`config.mk`:
```
export PLATFORM = sky130hd
export DESIGN_NAME = axis_pattern_gen_mm_flat
export DESIGN_NICKNAME = d
export VERILOG_FILES = /design/src/rtl/axis_pattern_gen_mm_if.sv /design/src/rtl/axis_pattern_gen_mm.sv /design/src/flat_wrapper.sv
export SDC_FILE = /design/constraint.sdc
export NUM_CORES = 1
export LEC_CHECK = 0
export CELL_PAD_IN_SITES_DETAIL_PLACEMENT = 0
export CELL_PAD_IN_SITES_GLOBAL_PLACEMENT = 2
export CORE_MARGIN = 5
export CORE_UTILIZATION = 37
export DETAILED_ROUTE_END_ITERATION = 7
export PLACE_DENSITY_LB_ADDON = 0.08
export RECOVER_POWER = 50
export SYNTH_ARGS = -nofsm -noshare
export SYNTH_HDL_FRONTEND = slang
export SYNTH_SLANG_ARGS = --single-unit
```
`constraint.sdc`:
```
create_clock -name m_axis_aclk -period 5.75 [get_ports m_axis_aclk]
set_input_delay 0.575 -clock m_axis_aclk [delete_from_list [all_inputs] [get_ports m_axis_aclk]]
set_output_delay 0.575 -clock m_axis_aclk [all_outputs]
set_load 0.01 [all_outputs]
```
`src/rtl/axis_pattern_gen_mm_if.sv`:
```
// AXI-Stream master bundle for the pattern generator: data, valid, last and sink ready.
interface axis_pattern_gen_mm_if #(
  parameter int unsigned TDATA_WIDTH = 32
) ();
  logic [TDATA_WIDTH-1:0] tdata;
  logic                   tvalid;
  logic                   tready;
  logic                   tlast;

  modport master (
    output tdata,
    output tvalid,
    output tlast,
    input  tready
  );

  modport slave (
    input  tdata,
    input  tvalid,
    input  tlast,
    output tready
  );
endinterface

```
`src/rtl/axis_pattern_gen_mm.sv`:
```
// Multi-mode AXI-Stream test pattern source: rate-divided ticks feed a bounded virtual backlog,
// words are emitted gaplessly in counter / PRBS-32 / walking-one / alternating mode, grouped
// into fixed-length frames with TLAST. Mode changes only take effect at frame boundaries.
module axis_pattern_gen_mm #(
  parameter int unsigned TDATA_WIDTH   = 32,
  parameter int unsigned COUNTER_START = 0,
  parameter int unsigned COUNTER_END   = 255,
  parameter int unsigned COUNTER_INCR  = 1,
  parameter int unsigned DIVIDER       = 8,
  parameter int unsigned FRAME_LEN     = 64,
  parameter int unsigned BACKLOG_DEPTH = 16,
  parameter logic [31:0] LFSR_SEED     = 32'h0000_0001
) (
  input  logic                                 m_axis_aclk,
  input  logic                                 m_axis_areset,
  input  logic                                 enable,
  input  logic [1:0]                           mode,
  axis_pattern_gen_mm_if.master                m_axis,
  output logic [$clog2(BACKLOG_DEPTH+1)-1:0]   backlog,
  output logic [31:0]                          overflow_count
);

  localparam int unsigned DivW  = $clog2(DIVIDER);
  localparam int unsigned BlW   = $clog2(BACKLOG_DEPTH + 1);
  localparam int unsigned BeatW = (FRAME_LEN > 1) ? $clog2(FRAME_LEN) : 1;

  localparam logic [DivW-1:0]        DivReload  = DivW'(DIVIDER - 1);
  localparam logic [BlW-1:0]         BlFull     = BlW'(BACKLOG_DEPTH);
  localparam logic [BeatW-1:0]       BeatLast   = BeatW'(FRAME_LEN - 1);
  localparam logic [TDATA_WIDTH-1:0] CntStart   = TDATA_WIDTH'(COUNTER_START);
  localparam logic [TDATA_WIDTH-1:0] CntIncr    = TDATA_WIDTH'(COUNTER_INCR);
  // Values at or above this threshold wrap back towards COUNTER_START.
  localparam logic [TDATA_WIDTH-1:0] CntWrapAt  = TDATA_WIDTH'(COUNTER_END - COUNTER_INCR + 1);
  // cur + INCR - (END - START) - 1 rewritten as a single non-negative subtraction.
  localparam logic [TDATA_WIDTH-1:0] CntWrapSub =
      TDATA_WIDTH'(COUNTER_END - COUNTER_START + 1 - COUNTER_INCR);
  localparam logic [2*TDATA_WIDTH-1:0] AltRep   = {TDATA_WIDTH{2'b10}};
  localparam logic [TDATA_WIDTH-1:0]   AltSeed  = AltRep[TDATA_WIDTH-1:0];
  localparam logic [TDATA_WIDTH-1:0]   WalkSeed = TDATA_WIDTH'(1);

  typedef enum logic [1:0] {
    ModeCount = 2'd0,
    ModePrbs  = 2'd1,
    ModeWalk  = 2'd2,
    ModeAlt   = 2'd3
  } mode_e;

  logic [DivW-1:0]        divctr_q, divctr_d;
  logic [BlW-1:0]         backlog_q, backlog_d;
  logic [31:0]            ovf_q, ovf_d;
  logic [BeatW-1:0]       beat_q, beat_d;
  mode_e                  mode_q, mode_d;
  logic [TDATA_WIDTH-1:0] data_q, data_d;
  logic [31:0]            lfsr_q, lfsr_d;

  logic  tick, tick_acc, valid, hs, last_beat, latch_mode, reload;
  mode_e mode_req;

  assign mode_req   = mode_e'(mode);
  assign valid      = (backlog_q != '0);
  assign hs         = valid & m_axis.tready;
  assign tick       = (divctr_q == '0) & enable;
  // A full backlog still accepts a tick when a beat leaves in the same cycle.
  assign tick_acc   = tick & ((backlog_q < BlFull) | hs);
  assign last_beat  = (beat_q == BeatLast);
  assign latch_mode = (hs & last_beat) | (~valid & (beat_q == '0));
  assign reload     = latch_mode & (mode_req != mode_q);

  // Next-state for divider, backlog, overflow counter and frame position.
  always_comb begin
    divctr_d  = (divctr_q == '0) ? DivReload : divctr_q - DivW'(1);
    backlog_d = backlog_q;
    ovf_d     = ovf_q;
    beat_d    = beat_q;
    mode_d    = latch_mode ? mode_req : mode_q;
    if (tick_acc && !hs) begin
      backlog_d = backlog_q + BlW'(1);
    end else if (!tick_acc && hs) begin
      backlog_d = backlog_q - BlW'(1);
    end
    if (tick && !tick_acc && (ovf_q != '1)) begin
      ovf_d = ovf_q + 32'd1;
    end
    if (hs) begin
      beat_d = last_beat ? '0 : beat_q + BeatW'(1);
    end
  end

  // Pattern advance on handshake, or seed reload when the latched mode changes.
  always_comb begin
    data_d = data_q;
    lfsr_d = lfsr_q;
    if (reload) begin
      lfsr_d = LFSR_SEED;
      case (mode_req)
        ModeWalk: data_d = WalkSeed;
        ModeAlt:  data_d = AltSeed;
        default:  data_d = CntStart;
      endcase
    end else if (hs) begin
      case (mode_q)
        ModeCount: data_d = (data_q >= CntWrapAt) ? data_q - CntWrapSub : data_q + CntIncr;
        ModePrbs:  lfsr_d = {lfsr_q[30:0], lfsr_q[31] ^ lfsr_q[21] ^ lfsr_q[1] ^ lfsr_q[0]};
        ModeWalk:  data_d = {data_q[TDATA_WIDTH-2:0], data_q[TDATA_WIDTH-1]};
        default:   data_d = ~data_q;
      endcase
    end
  end

  // State registers; everything clears asynchronously on reset.
  always_ff @(posedge m_axis_aclk or posedge m_axis_areset) begin
    if (m_axis_areset) begin
      divctr_q  <= DivReload;
      backlog_q <= '0;
      ovf_q     <= '0;
      beat_q    <= '0;
      mode_q    <= ModeCount;
      data_q    <= CntStart;
      lfsr_q    <= LFSR_SEED;
    end else begin
      divctr_q  <= divctr_d;
      backlog_q <= backlog_d;
      ovf_q     <= ovf_d;
      beat_q    <= beat_d;
      mode_q    <= mode_d;
      data_q    <= data_d;
      lfsr_q    <= lfsr_d;
    end
  end

  // Output word selection; PRBS words are the low LFSR bits, zero-extended on wide buses.
  always_comb begin
    m_axis.tdata = data_q;
    if (mode_q == ModePrbs) begin
      m_axis.tdata = TDATA_WIDTH'(lfsr_q);
    end
  end

  assign m_axis.tvalid  = valid;
  assign m_axis.tlast   = last_beat & valid;
  assign backlog        = backlog_q;
  assign overflow_count = ovf_q;

endmodule

```
`src/flat_wrapper.sv`:
```
// flat-port wrapper written by rule: the top's interface ports become plain ports
module axis_pattern_gen_mm_flat 
#(
  parameter int unsigned TDATA_WIDTH   = 32,
  parameter int unsigned COUNTER_START = 0,
  parameter int unsigned COUNTER_END   = 255,
  parameter int unsigned COUNTER_INCR  = 1,
  parameter int unsigned DIVIDER       = 8,
  parameter int unsigned FRAME_LEN     = 64,
  parameter int unsigned BACKLOG_DEPTH = 16,
  parameter logic [31:0] LFSR_SEED     = 32'h0000_0001
)
  (m_axis_aclk, m_axis_areset, enable, mode, backlog, overflow_count, m_axis_tdata, m_axis_tvalid, m_axis_tlast, m_axis_tready);
  axis_pattern_gen_mm_if #(.TDATA_WIDTH(TDATA_WIDTH)) m_axis_i ();
  input  logic m_axis_aclk;
  input  logic m_axis_areset;
  input  logic enable;
  input  logic [1:0] mode;
  output logic [$clog2(BACKLOG_DEPTH+1)-1:0] backlog;
  output logic [31:0] overflow_count;
  output wire logic [$bits(m_axis_i.tdata)-1:0] m_axis_tdata;
  output wire logic [$bits(m_axis_i.tvalid)-1:0] m_axis_tvalid;
  output wire logic [$bits(m_axis_i.tlast)-1:0] m_axis_tlast;
  input wire logic [$bits(m_axis_i.tready)-1:0] m_axis_tready;
  assign m_axis_tdata = m_axis_i.tdata;
  assign m_axis_tvalid = m_axis_i.tvalid;
  assign m_axis_tlast = m_axis_i.tlast;
  assign m_axis_i.tready = m_axis_tready;
  axis_pattern_gen_mm #(.TDATA_WIDTH(TDATA_WIDTH), .COUNTER_START(COUNTER_START), .COUNTER_END(COUNTER_END), .COUNTER_INCR(COUNTER_INCR), .DIVIDER(DIVIDER), .FRAME_LEN(FRAME_LEN), .BACKLOG_DEPTH(BACKLOG_DEPTH), .LFSR_SEED(LFSR_SEED)) u_core (.m_axis_aclk(m_axis_aclk), .m_axis_areset(m_axis_areset), .enable(enable), .mode(mode), .m_axis(m_axis_i), .backlog(backlog), .overflow_count(overflow_count));
endmodule
```
==> impl_results.html <==
<table>
<tr><th>Metric</th><th>Value</th></tr>
<tr><th colspan="2">Synthesis</th></tr>
<tr><td>Share of synthesized cell area in full adder, half adder and majority cells</td><td>2.18%</td></tr>
<tr><td>Unique cell type count in the Yosys netlist</td><td>between 70 and 80</td></tr>
<tr><td>Fraction of post-synthesis cell area in the top cell type by area</td><td>40.6%</td></tr>
<tr><td>Top post-synthesis cells by area</td><td>sky130_fd_sc_hd__dfrtp_1 (41%), sky130_fd_sc_hd__nand2_1 (11%), sky130_fd_sc_hd__a21oi_1 (5.7%)</td></tr>
<tr><td>Count of state elements after synthesis</td><td>112</td></tr>
<tr><td>Share of the synthesized area in compound gates (AO/OA/AOI/OAI)</td><td>between 10% and 20%</td></tr>
<tr><td>Post-synthesis share of cell area spent on xor and xnor gates</td><td>5.52%</td></tr>
<tr><td>Sequential cell area fraction in the yosys report</td><td>42.2%</td></tr>
<tr><td>Leading area contributor after synthesis</td><td>sky130_fd_sc_hd__dfrtp_1</td></tr>
<tr><td>Post-synthesis mux area share</td><td>under 10%</td></tr>
<tr><td>Number of enable-type register cells in the synthesized netlist</td><td>0</td></tr>
<tr><td>Simple-gate portion of the synthesized area</td><td>approximately a quarter</td></tr>
<tr><td>Count of synthesis-stage warnings from yosys</td><td>0</td></tr>
<tr><td>Top_reg_cell synth</td><td>sky130_fd_sc_hd__dfrtp_1</td></tr>
<tr><td>Combined area of all synthesized cells</td><td>0.00666 mm²</td></tr>
<tr><td>Cells after Synth</td><td>806</td></tr>
<tr><td>Share of flip-flops with an asynchronous set or reset</td><td>100%</td></tr>
<tr><td>Synthesized netlist net count</td><td>823</td></tr>
<tr><td>Combinational family with the most area after synthesis</td><td>simple AND/OR/NAND/NOR gates</td></tr>
<tr><td>Synthesized area per cell</td><td>8.26 µm²</td></tr>
<tr><th colspan="2">Routing</th></tr>
<tr><td>DR vias</td><td>6063</td></tr>
<tr><td>Initial detailed-routing violation count</td><td>464</td></tr>
<tr><td>First-pass iteration count of the detailed router</td><td>4</td></tr>
<tr><td>DRC violations left</td><td>0</td></tr>
<tr><td>Avg Vias per Cell</td><td>5.60</td></tr>
<tr><td>Final routed wire length divided by cell count</td><td>~19 µm</td></tr>
<tr><td>ANT nets after route</td><td>0</td></tr>
<tr><td>Wire length reported by the detailed router</td><td>20200 µm</td></tr>
<tr><th colspan="2">Worst hold path</th></tr>
<tr><td>Worst hold path stage count</td><td>1</td></tr>
<tr><td>Hold crit path type</td><td>register to register</td></tr>
<tr><th colspan="2">Worst setup path</th></tr>
<tr><td>Kind of cell adding the most delay to the critical path</td><td>buffers and inverters</td></tr>
<tr><td>Largest stage delay, worst path</td><td>2.05 ns</td></tr>
<tr><td>Path length in cells of the critical path</td><td>3</td></tr>
<tr><td>Maximum fanout along the worst path</td><td>76</td></tr>
<tr><td>CP endpoint kind</td><td>async pin</td></tr>
<tr><td>Crit path launch type</td><td>primary input</td></tr>
<tr><td>Worst-path cell with the longest stage delay</td><td>sky130_fd_sc_hd__clkinvlp_2</td></tr>
<tr><td>FF-to-FF path depth</td><td>7</td></tr>
<tr><td>Slack of the worst reg-to-reg path</td><td>2.27 ns</td></tr>
<tr><td>Critical R2R Launch</td><td>u_core.backlog[1]</td></tr>
<tr><td>Required time at the endpoint of the critical path</td><td>6.10 ns</td></tr>
<tr><td>Category of the most critical setup path</td><td>primary input to async pin</td></tr>
<tr><td>Endpoint of the worst setup timing path</td><td>u_core.data_q[28]</td></tr>
<tr><td>Launching element of the worst setup path</td><td>m_axis_areset</td></tr>
<tr><td>Critical R2R Capture</td><td>u_core.data_q[25]</td></tr>
<tr><td>Total buffers and inverters traversed by the critical path</td><td>3</td></tr>
<tr><td>Cells traversed along the worst timing path</td><td>dlygate4sd3_1, clkinvlp_2, clkbuf_2</td></tr>
<tr><td>Worst endpoint data arrival time</td><td>4.25 ns</td></tr>
<tr><th colspan="2">Final layout</th></tr>
<tr><td>Count of inserted antenna diode cells</td><td>0</td></tr>
<tr><td>Layout filler cell count</td><td>between 1500 and 2000</td></tr>
<tr><td>Share of final-layout standard cells stronger than drive strength 1</td><td>6.91%</td></tr>
<tr><td>Area of all placed cells without fillers</td><td>0.00785 mm²</td></tr>
<tr><td>Nets@finish</td><td>866</td></tr>
<tr><td>Multi-input combinational cell area</td><td>0.00358 mm²</td></tr>
<tr><td>Register cell area after layout</td><td>0.00281 mm²</td></tr>
<tr><td>Relative area change from synthesis to final layout</td><td>17.9%</td></tr>
<tr><th colspan="2">CTS</th></tr>
<tr><td>Clock insertion delay at the later pin of the skew report</td><td>between 0.3 and 0.4 ns</td></tr>
<tr><td>Buffers inserted by post-CTS timing repair</td><td>0</td></tr>
<tr><td>H-tree depth reported by CTS</td><td>3</td></tr>
<tr><td>Number of buffers inserted for hold repair after clock tree synthesis</td><td>0</td></tr>
<tr><td>Root buffer cell</td><td>sky130_fd_sc_hd__clkbuf_16</td></tr>
<tr><td>Clk slew on worst S/H paths</td><td>0.09 ns</td></tr>
<tr><td>Clock tree from TritonCTS</td><td>yes</td></tr>
<tr><td>Num CTS Buffers</td><td>9</td></tr>
<tr><td>Total clock sinks</td><td>112</td></tr>
<tr><td>Post_cts resized</td><td>0</td></tr>
<tr><td>Number of buffers on the longest clock path</td><td>2</td></tr>
<tr><th colspan="2">Timing</th></tr>
<tr><td>Pin slew with the least headroom to its limit</td><td>3.63 ns</td></tr>
<tr><td>Setup-failing EPs final</td><td>0</td></tr>
<tr><td>Min Tclk post-route</td><td>3.89 ns</td></tr>
<tr><td>Layout Skew</td><td>0.0130 ns</td></tr>
<tr><td>Final worst-path setup slack</td><td>1.86 ns</td></tr>
<tr><td>Worst slew margin relative to its limit</td><td>-143%</td></tr>
<tr><td>Hold violation total from the final report</td><td>0</td></tr>
<tr><td>Number of pins with negative max-slew slack in the final report</td><td>between 70 and 80</td></tr>
<tr><td>Period Utilization, post-route</td><td>67.7%</td></tr>
<tr><td>RSZ-0062 raised after global routing</td><td>false</td></tr>
<tr><td>Highest Clock Rate</td><td>0.257 GHz</td></tr>
<tr><td>Post-route setup TNS</td><td>0 ns</td></tr>
<tr><th colspan="2">Power and ir drop</th></tr>
<tr><td>Pleak</td><td>between 3 and 4 nW</td></tr>
<tr><td>Worst vdd rail ir drop</td><td>between 0.2 and 0.25 mV</td></tr>
<tr><td>PD cells</td><td>398 mW/mm²</td></tr>
<tr><th colspan="2">Placement</th></tr>
<tr><td>Count of buffers from port buffering</td><td>76</td></tr>
<tr><td>Standard cell area after detailed placement</td><td>0.00757 mm²</td></tr>
<tr><td>DP Wirelength</td><td>14000 µm</td></tr>
<tr><td>Final RePlAce weighted congestion</td><td>0.885</td></tr>
<tr><td>Pre-CTS worst setup slack</td><td>2.29 ns</td></tr>
<tr><th colspan="2">Floorplanning</th></tr>
<tr><td>Die Ht</td><td>144 µm</td></tr>
<tr><td>Width of the chip</td><td>144 µm</td></tr>
<tr><td>Area of the die</td><td>around 0.021 mm²</td></tr>
<tr><td>Effective utilization at floorplan</td><td>37.3%</td></tr>
<tr><td>Core Region</td><td>0.0178 mm²</td></tr>
<tr><td>Ports placed on the boundary</td><td>77</td></tr>
<tr><td>Number of standard-cell rows in the floorplan</td><td>49</td></tr>
<tr><th colspan="2">Global routing</th></tr>
<tr><td>First-pass GRT wire length</td><td>33100 µm</td></tr>
<tr><td>GRT Residual Overflow</td><td>0</td></tr>
<tr><td>Total global-route track usage</td><td>20.0%</td></tr>
<tr><td>Vias in the first global route</td><td>around 6000</td></tr>
<tr><td>Pin count of the biggest net entering global routing</td><td>77</td></tr>
<tr><td>Initial antenna violation count</td><td>0</td></tr>
<tr><th colspan="2">Run status</th></tr>
<tr><td>Outcome</td><td>finished, violations left</td></tr>
<tr><td>Violations in the final reports</td><td>capacitance limit, slew limit</td></tr>
<tr><th colspan="2">Flow run</th></tr>
<tr><td>Number of max-capacitance violations reported</td><td>1</td></tr>
</table>
==> routing by layer <==
| metal | GRT usage (%) | routed length, µm | up-vias | share of wire (%) |
|---|---|---|---|---|
| met5 | 0 | 0 | - | 0 |
| met3 | 2.28 | 851 | 19 | 4.2 |
| li1 | - | - | 2930 | - |
| met4 | 6.43 | 302 | 0 | 1.5 |
| met1 | 28.6 | 9590 | 2974 | 47 |
| met2 | 31.8 | 9470 | 140 | 47 |
==> synthesized netlist by cell type, drive strengths merged (3+ instances only) <==
library cell	count
and4	4
or4	6
ha	10
nand2b	3
a21o	3
nor3	21
and2	5
nand4	17
or2	5
dfrtp	108
a22o	8
xor2	17
nand2	191
a31oi	11
xnor2	25
and3	8
nand3b	4
o211ai	5
dfstp	4
a211oi	3
o31ai	4
nor3b	3
clkbuf	41
buf	12
o311ai	5
a21oi	76
a221o	6
nand3	22
o21ai	49
mux2	6
inv	16
nor2	55
nor4	11
a32o	3
mux2i	4
or3	4
==> cells in the final DEF, fill, tap and decap left out, types with 10 or more instances in the layout <==
cell / n
sky130_fd_sc_hd__nand4_1: 17
sky130_fd_sc_hd__o21ai_0: 47
sky130_fd_sc_hd__xnor2_1: 25
sky130_fd_sc_hd__dlygate4sd3_1: 38
sky130_fd_sc_hd__ha_1: 10
sky130_fd_sc_hd__inv_1: 15
sky130_fd_sc_hd__nor2_1: 52
sky130_fd_sc_hd__xor2_1: 17
sky130_fd_sc_hd__clkdlybuf4s50_1: 38
sky130_fd_sc_hd__nand3_1: 22
sky130_fd_sc_hd__nand2_1: 190
sky130_fd_sc_hd__a21oi_1: 76
sky130_fd_sc_hd__a31oi_1: 11
sky130_fd_sc_hd__dfrtp_1: 108
sky130_fd_sc_hd__nor3_1: 20
==> area by class of cell <==
class                   count  area share [%]
multi-input cells         624            45.5
clock buffers              10            2.92
well taps                 229            3.65
inverters                  17           0.828
flip-flops and latches    112            35.7
repair buffers             85            10.5
clock inverters             6           0.797
==> report_power, final <==
part	internal, W	switching (W)	total, W
clock	0.000307	0.000339	0.000646
sequential	0.000938	0.000300	0.00124
combinational	0.000582	0.000661	0.00124
==> cells by family (layout without fill, tap and decap cells) <==
kind of cell	count (synthesis)	count (layout)
AOI/OAI and AO/OA	196	196
xor gates and xnor gates	42	42
adders and majority gates	11	11
buffers and inverters	70	118
DFF	112	112
muxes	10	10
and+or+nand+nor	365	365
==> registers in the layout, indices dropped and copies added, names as in the netlist <==
| register | cells |
|---|---|
| u_core.lfsr_q | 32 |
| u_core.data_q | 32 |
| u_core.beat_q | 6 |
| u_core.divctr_q | 3 |
| u_core.mode_q | 2 |
| u_core.overflow_count | 32 |
| u_core.backlog | 5 |
==> worst min path at each step <==
stage,start,end,slack [ns]
6_report,u_core.divctr_q[0],u_core.divctr_q[0],0.47
5_1_grt,u_core.divctr_q[0],u_core.divctr_q[0],0.49
4_1_cts,u_core.divctr_q[0],u_core.divctr_q[0],0.48
3_5_place_dp,u_core.divctr_q[0],u_core.divctr_q[0],0.46
3_3_place_gp,u_core.divctr_q[0],u_core.divctr_q[0],0.44
2_1_floorplan,u_core.divctr_q[0],u_core.divctr_q[0],0.44
==> metrics by stage <==
stage | cells | util [%] | power [W] | hold WS, ns
detailed placement | 1067 | 42.4 | 0.00251 | 0.455
global placement | 1067 | 42.4 | 0.00249 | 0.442
floorplan | 806 | - | 0.00197 | 0.437
CTS | 1083 | 44.0 | 0.00317 | 0.477
global route | 1083 | 44.0 | 0.00335 | 0.488
finish | 1083 | 44.0 | 0.00313 | 0.471
Power figures use the tool's default switching activity.
